==> config.mk <==
export PLATFORM = sky130hd
export DESIGN_NAME = bitwise_logic_pipe_flat
export DESIGN_NICKNAME = d
export VERILOG_FILES = /design/src/rtl/bitwise_logic_pipe_if.sv /design/src/rtl/bitwise_logic_pipe.sv /design/src/flat_wrapper.sv
export SDC_FILE = /design/constraint.sdc
export NUM_CORES = 1
export LEC_CHECK = 0
export BUFFER_PORTS_ARGS = -buffer_cell sky130_fd_sc_hd__buf_2
export CAP_MARGIN = 10
export CORE_MARGIN = 1
export CORE_UTILIZATION = 45
export CTS_CLUSTER_DIAMETER = 50
export DETAILED_ROUTE_END_ITERATION = 16
export PLACE_DENSITY = 0.67
export SYNTH_ARGS = -nofsm -noshare
export SYNTH_HDL_FRONTEND = slang
export SYNTH_SLANG_ARGS = --single-unit
==> constraint.sdc <==
create_clock -name clock -period 3.85 [get_ports clock]
set_input_delay 0.77 -clock clock [delete_from_list [all_inputs] [get_ports clock]]
set_output_delay 0.77 -clock clock [all_outputs]
set_load 0.01 [all_outputs]
==> src/rtl/bitwise_logic_pipe_if.sv <==
// rtl/bitwise_logic_pipe_if.sv - operand/result handshake bundle for bitwise_logic_pipe
//
// Purpose: groups the input beat channel and the result channel of the
// bitwise logic pipe into one port.
// Signals:
//   in_valid/in_ready      input beat handshake
//   in_op/in_a/in_b        function select and operands
//   in_last                final beat of an ACC_OR sequence
//   out_valid/out_ready    result handshake
//   out_data/out_zero      result and its all-zero flag
// Modports: master drives beats and out_ready; slave is the logic unit.
interface bitwise_logic_pipe_if #(
  parameter int WIDTH = 32
);
  logic             in_valid;
  logic             in_ready;
  logic [2:0]       in_op;
  logic [WIDTH-1:0] in_a;
  logic [WIDTH-1:0] in_b;
  logic             in_last;
  logic             out_valid;
  logic             out_ready;
  logic [WIDTH-1:0] out_data;
  logic             out_zero;

  modport master (
    output in_valid, in_op, in_a, in_b, in_last, out_ready,
    input  in_ready, out_valid, out_data, out_zero
  );

  modport slave (
    input  in_valid, in_op, in_a, in_b, in_last, out_ready,
    output in_ready, out_valid, out_data, out_zero
  );
endinterface

==> src/rtl/bitwise_logic_pipe.sv <==
// rtl/bitwise_logic_pipe.sv - pipelined bitwise logic unit with OR-accumulate
//
// Purpose: computes one of eight bitwise functions of a and b (or an
// OR-fold over a multi-beat ACC_OR sequence) and delivers the result
// STAGES cycles after acceptance.
// Ports:
//   clock  system clock, rising edge
//   reset  asynchronous active-high, clears all state
//   bus    bitwise_logic_pipe_if.slave: in_* beat channel, out_* result channel
// Parameters:
//   WIDTH   operand/result width (must match the interface WIDTH)
//   STAGES  cycles from accepted beat to out_valid (1..4)
module bitwise_logic_pipe #(
  parameter int WIDTH  = 32,
  parameter int STAGES = 2
) (
  input  logic                 clock,
  input  logic                 reset,
  bitwise_logic_pipe_if.slave  bus
);

  typedef enum logic [2:0] {
    OP_AND    = 3'b000,
    OP_OR     = 3'b001,
    OP_XOR    = 3'b010,
    OP_NOR    = 3'b011,
    OP_NAND   = 3'b100,
    OP_XNOR   = 3'b101,
    OP_ANDN   = 3'b110,
    OP_ACC_OR = 3'b111
  } op_e;

  op_e              op;
  logic             advance;
  logic             accept;
  logic             s1_load;
  logic [WIDTH-1:0] acc;
  logic [WIDTH-1:0] func_res;

  logic             stage_valid [STAGES];
  logic [WIDTH-1:0] stage_data  [STAGES];
  logic             stage_zero  [STAGES];

  assign op = op_e'(bus.in_op);

  // The whole pipe moves as one; a stalled output freezes every stage,
  // so bubbles are never squeezed out.
  assign advance      = !stage_valid[STAGES-1] || bus.out_ready;
  assign bus.in_ready = advance;
  assign accept       = bus.in_valid && advance;

  always_comb begin
    func_res = '0;
    case (op)
      OP_AND:    func_res = bus.in_a & bus.in_b;
      OP_OR:     func_res = bus.in_a | bus.in_b;
      OP_XOR:    func_res = bus.in_a ^ bus.in_b;
      OP_NOR:    func_res = ~(bus.in_a | bus.in_b);
      OP_NAND:   func_res = ~(bus.in_a & bus.in_b);
      OP_XNOR:   func_res = ~(bus.in_a ^ bus.in_b);
      OP_ANDN:   func_res = bus.in_a & ~bus.in_b;
      OP_ACC_OR: func_res = acc | bus.in_a | bus.in_b;
      default:   func_res = '0;
    endcase
  end

  // Non-final ACC_OR beats only fold into acc; stage 1 takes a bubble.
  assign s1_load = accept && ((op != OP_ACC_OR) || bus.in_last);

  always_ff @(posedge clock or posedge reset) begin
    if (reset) begin
      acc <= '0;
      for (int k = 0; k < STAGES; k++) begin
        stage_valid[k] <= 1'b0;
        stage_data[k]  <= '0;
        stage_zero[k]  <= 1'b0;
      end
    end else if (advance) begin
      stage_valid[0] <= s1_load;
      stage_data[0]  <= s1_load ? func_res : '0;
      stage_zero[0]  <= s1_load && (func_res == '0);
      for (int k = 1; k < STAGES; k++) begin
        stage_valid[k] <= stage_valid[k-1];
        stage_data[k]  <= stage_data[k-1];
        stage_zero[k]  <= stage_zero[k-1];
      end
      // acc is touched only by accepted ACC_OR beats; other ops leave it alone.
      if (accept && (op == OP_ACC_OR)) begin
        acc <= bus.in_last ? '0 : (acc | bus.in_a | bus.in_b);
      end
    end
  end

  assign bus.out_valid = stage_valid[STAGES-1];
  assign bus.out_data  = stage_data[STAGES-1];
  assign bus.out_zero  = stage_zero[STAGES-1];

endmodule
==> src/flat_wrapper.sv <==
// flat-port wrapper written by rule: the top's interface ports become plain ports
module bitwise_logic_pipe_flat 
#(
  parameter int WIDTH  = 32,
  parameter int STAGES = 2
)
  (clock, reset, bus_in_valid, bus_in_op, bus_in_a, bus_in_b, bus_in_last, bus_out_ready, bus_in_ready, bus_out_valid, bus_out_data, bus_out_zero);
  bitwise_logic_pipe_if #(.WIDTH(WIDTH)) bus_i ();
  input  logic clock;
  input  logic reset;
  input wire logic [$bits(bus_i.in_valid)-1:0] bus_in_valid;
  input wire logic [$bits(bus_i.in_op)-1:0] bus_in_op;
  input wire logic [$bits(bus_i.in_a)-1:0] bus_in_a;
  input wire logic [$bits(bus_i.in_b)-1:0] bus_in_b;
  input wire logic [$bits(bus_i.in_last)-1:0] bus_in_last;
  input wire logic [$bits(bus_i.out_ready)-1:0] bus_out_ready;
  output wire logic [$bits(bus_i.in_ready)-1:0] bus_in_ready;
  output wire logic [$bits(bus_i.out_valid)-1:0] bus_out_valid;
  output wire logic [$bits(bus_i.out_data)-1:0] bus_out_data;
  output wire logic [$bits(bus_i.out_zero)-1:0] bus_out_zero;
  assign bus_i.in_valid = bus_in_valid;
  assign bus_i.in_op = bus_in_op;
  assign bus_i.in_a = bus_in_a;
  assign bus_i.in_b = bus_in_b;
  assign bus_i.in_last = bus_in_last;
  assign bus_i.out_ready = bus_out_ready;
  assign bus_in_ready = bus_i.in_ready;
  assign bus_out_valid = bus_i.out_valid;
  assign bus_out_data = bus_i.out_data;
  assign bus_out_zero = bus_i.out_zero;
  bitwise_logic_pipe #(.WIDTH(WIDTH), .STAGES(STAGES)) u_core (.clock(clock), .reset(reset), .bus(bus_i));
endmodule
# --- Word level (Yosys, flattened, before mapping) ---
# Index checks and enable logic that the tools add are counted.
# W data, S select, Z words.
word_totals:
  register_bits: 100
  latch_bits: 0
  mem_bits_rw: 0
  romBits: 0
  input_bits: 72
  output_inout_bits: 35
  elab_cells: 38
  n_memories: 0
classes:
  n_addsub: 0
  multipliers: 0
  n_div: 0
  order_cmp: 0
  eq_ne: 8
  shifts: 0
  n_mux: 3
  bitwise: 10
  n_reduce_logical: 10
ops:
  columns: ["cell", "n"]
  rows:
  - ["$pmux W32 S8", 1]
  - ["$not A32 Y32", 4]
  - ["$or A32 B32 Y32", 3]
  - ["$and A32 B32 Y32", 2]
  - ["$mux W32", 2]
  - ["$logic_not A32 Y1", 1]
  - ["$xor A32 B32 Y32", 1]
  - ["$eq A3 B3 Y1 const B", 4]
  - ["$eq A3 B2 Y1 const B", 2]
  - ["$logic_and A1 B1 Y1", 4]
  - ["$eq A3 B1 Y1 const B", 1]
  - ["$logic_not A3 Y1", 1]
  - ["$ne A3 B3 Y1 const B", 1]
  - ["$logic_or A1 B1 Y1", 2]
  - ["$reduce_and A2 Y1", 1]
  - ["$logic_not A1 Y1", 1]

# --- Longest topological paths before layout ---
depth:
  word_depth: 5
  ltp_mapped: 11

# --- Worst setup path before layout ---
# Ideal clock, no wire load.
synth_timing:
  path_kind: "input to register"
  start: "input port bus_in_b[10]"
  end: "register u_core.stage_zero[1] (netlist bit)"
  arrival_ns: 2.449
  t_required_ns: 3.774
  setup_slack_ns: 1.325
  stages: 9
  path_buffers: 0
  path_cell_list: "inv_1 > ha_1 > mux2_2 > mux4_2 > a31oi_1 > nand4_1 > nor4_1 > nand4_1 > o21ai_1"
synth_between:
  elab_chain_len: 5
  elab_cells_between_ends: 12
  classes_between: "1 x mux; 9 x bitwise; 2 x reduce/logical"
synth_lines:
  columns: ["item", "line", "text"]
  rows:
  - ["start: declaration", "flat_wrapper.sv:14", "input wire logic [$bits(bus_i.in_b)-1:0] bus_in_b;"]
  - ["$not A32 Y32, or another cell as far along", "bitwise_logic_pipe.sv:61", "OP_ANDN: func_res = bus.in_a & ~bus.in_b;"]
  - ["$and A32 B32 Y32, or another cell as far along", "bitwise_logic_pipe.sv:61", null]
  - ["$pmux W32 S8 (*)", "bitwise_logic_pipe.sv:54", "case (op)"]
  - ["$logic_not A32 Y1 (*)", "bitwise_logic_pipe.sv:81", "stage_zero[0] <= s1_load && (func_res == '0);"]
  - ["$logic_and A1 B1 Y1 (*)", "bitwise_logic_pipe.sv:81", null]
  - ["end signal: indexed assignment", "bitwise_logic_pipe.sv:85", "stage_zero[k] <= stage_zero[k-1];"]
  - ["end: declaration", "bitwise_logic_pipe.sv:42", "logic stage_zero [STAGES];"]
# Mark *: on every way between the ends. The rest lies on a longest branch, timed or not.
# A chain may end at the register's enable or synchronous reset.

# --- Worst setup path after layout ---
layout_timing:
  start: "input port bus_in_op[0]"
  end: "register u_core.stage_zero[1] (netlist bit)"
layout_between:
  elab_chain_len: 4
  elab_cells_between_ends: 14
  classes_between: "8 x eq/ne; 1 x mux; 5 x reduce/logical"
layout_lines:
  columns: ["item", "line", "text"]
  rows:
  - ["start: declaration", "flat_wrapper.sv:12", "input wire logic [$bits(bus_i.in_op)-1:0] bus_in_op;"]
  - ["$eq A3 B3 Y1, or another cell as far along", "bitwise_logic_pipe.sv:54", null]
  - ["$pmux W32 S8 / $logic_or A1 B1 Y1 (equally long branches)", "bitwise_logic_pipe.sv:54, bitwise_logic_pipe.sv:68", null]
  - ["$logic_not A32 Y1 / $logic_and A1 B1 Y1 (equally long branches)", "bitwise_logic_pipe.sv:81, bitwise_logic_pipe.sv:68", null]
  - ["$logic_and A1 B1 Y1 (*)", "bitwise_logic_pipe.sv:81", null]
# Marks and branches as above.

==> out/results.tsv <==
metric	value	unit
start_util	0.467	
grt_max_degree	68	
ys_warn_count	0	
die_w	134	um
grt.met2_usage	0.342	
routabilityCongestion	0.895	
portBuffers	106	
yosysUniqueCellTypes	67	
status	completed	
ir_worst_vdd	0.220	mV
syn_inst	933	
antenna_found_initial	1	
synth_seq_cells	100	
start_kind	input pin	
wl_per_cell	16.1	um
required	4120	ps
grt_overflow_total	0	
worst_pin_slew	802	ps
synthArstFlopShare	1.00	
path_clk_slew	70	ps
vias	6588	
drive_gt1_frac	0.163	
ctsResizeCount	0	
multi_input_area	4560	um2
io_pins	107	
drtAntennaViolNets	0	
syn_to_final_growth	10.2	%
cap_violations	0	
critPathKind	input pin to flop	
slew-limit-headroom	0.465	
insertion_delay	350	ps
placedInstanceArea	8340	um2
fin_crit_sh	0.760	
cts_tree	yes	
reg2reg_depth	7	
power_density	363	nW/um2
cts.sinks	100	
leakage	0.00443	uW
hold_depth	2	
post-route-min-period	2920	ps
hold_viol_final	0	
ys_top_cells_by_area	dfrtp_1 (32%), ha_1 (15%), nand2_1 (7.9%)	
layout.nets	1147	
cp-end-kind	flop	
r2r-end	u_core.stage_zero[1]	
nFillCells	1607	
setup_violations	0	
first_pass_iters	5	
use_met1	0.323	
synth_largest_area_cell	dfrtp_1	
drt_iter0_markers	537	
finalMaxSlewViolations	0	
use_met3	0.0299	
dp_hpwl	14.2	mm
fmax	0.342	GHz
synth_edf_count	0	
dieArea	18000	um2
tns	0	ps
regArea	2500	um2
rows	47	
clk_path_buf_depth	2	
worstPathMaxFanout	17	
rsz0062_at_grt	no	
synth_ff_type	dfrtp_1	
synth_nets	1101	
min-delay-start	u_core.bus.out_data[10]	
final_cell_mix	nand2_1 (165), buf_2 (105), dfrtp_1 (100)	
crit_start	bus_in_op[0]	
synth.cell_area	7850	um2
grt_first_pass_wirelength	31.5	mm
layout_commonest_cell	nand2_1	
drt_wl_total	19.4	mm
grt.busiest_layer	met2	
htree_num_levels	3	
postCtsSetupBuffers	0	
hold_class	flop to flop	
r2r-start	u_core.acc[18]	
ys_seq_area_frac	0.319	
dieHeight	134	um
first_global_vias	6043	
avgSynthCellArea	8.42	um2
cts_made_buffers	9	
grtUsageTotal	0.223	
synth.top_cell.area_share	0.319	
skew	11.6	ps
vias_per_cell	5.47	
whs_endpoint	u_core.bus.out_data[10]	
cts_hold_buf	0	
core-area	16800	um2
root_buffer	clkbuf_16	
route.detailed.drc	0	
fin_area	8650	um2
arrival	3200	ps
rrSetupSlack	1640	ps
==> cell usage after synthesis (all sizes together), types with 3 or more instances <==
| library cell | count |
|---|---|
| nor2b | 24 |
| o22ai | 9 |
| o32a | 5 |
| o21a | 8 |
| inv | 73 |
| nor2 | 52 |
| nor4b | 4 |
| a221oi | 3 |
| nand2b | 9 |
| a21oi | 37 |
| dfrtp | 100 |
| a211oi | 5 |
| or3 | 5 |
| nand3 | 13 |
| buf | 66 |
| xnor2 | 8 |
| o311ai | 4 |
| a211o | 5 |
| mux4 | 11 |
| xor2 | 14 |
| o211ai | 4 |
| clkbuf | 25 |
| nand2 | 165 |
| a21boi | 4 |
| mux2i | 6 |
| or2 | 3 |
| o32ai | 3 |
| a31oi | 3 |
| nor3 | 17 |
| o21bai | 4 |
| a22oi | 5 |
| nand4 | 3 |
| nor4 | 10 |
| and2 | 7 |
| o31ai | 10 |
| ha | 96 |
| a22o | 17 |
| o21ai | 69 |
==> sequential cells by signal (all words and copies together), names as in the netlist <==
signal / flops
u_core.acc: 32
u_core.bus.out_valid: 1
u_core.stage_data: 32
u_core.bus.out_zero: 1
u_core.stage_zero: 1
u_core.bus.out_data: 32
u_core.stage_valid: 1
==> metal layers <==
layer  wire length [um]  up-vias  share of wire
met4                290        0          0.015
met1               9490     3123           0.49
met2               8610      193           0.44
met5                  0        -              0
met3               1020       26          0.053
li1                   -     3246              -
==> power by group <==
| part | leakage [uW] | internal, uW | switching, uW |
|---|---|---|---|
| clock | 0.000150 | 546 | 434 |
| sequential | 0.00130 | 1230 | 99.3 |
| combinational | 0.00298 | 342 | 488 |
| total | 0.00443 | 2120 | 1020 |
==> worst max-delay path: stages <==
cell and delay (ps):
buf_2 320, clkinv_1 560, buf_4 370, o32a_1 160, a22oi_1 240, nand4_1 170, nor4b_1 340, nand4_1 120
o21ai_1 140
==> cell type report <==
type                       instances  area share
multi-input combinational        667       0.527
sequential                       100       0.289
timing repair buffer             126      0.0833
inverter                          75      0.0328
tap                              220      0.0318
clock buffer                      12      0.0296
clock inverter                     4     0.00636
antenna                            1    0.000289
==> cell families after synthesis <==
group	after synthesis	synth area share
xor+xnor	22	0.0245
simple gates	319	0.184
fa+ha+maj	96	0.153
buf+inv	166	0.102
compound gates	211	0.176
flops	100	0.319
mux	19	0.0421
==> worst max-delay path by stage <==
stage                           endpoint  slack, ps  cells past startpoint
global route        u_core.stage_zero[1]        770                      9
floorplan                  u_core.acc[0]        460                      1
detailed placement  u_core.stage_zero[1]        620                      9
finish              u_core.stage_zero[1]        930                      9
CTS                 u_core.stage_zero[1]        980                      9
global placement    u_core.stage_zero[1]        690                      9
==> through the flow <==
| stage | hold WS [ps] | util | total power, uW | worst slack (ps) | cells |
|---|---|---|---|---|---|
| global route | 478 | 0.515 | 3330 | 769 | 1205 |
| floorplan | 435 | - | 1960 | 461 | 933 |
| CTS | 466 | 0.514 | 3160 | 976 | 1204 |
| finish | 461 | 0.515 | 3140 | 925 | 1205 |
| detailed placement | 451 | 0.496 | 2180 | 624 | 1188 |
| global placement | 448 | 0.496 | 2160 | 686 | 1188 |
Note: power is estimated with default switching activity, not from simulation.
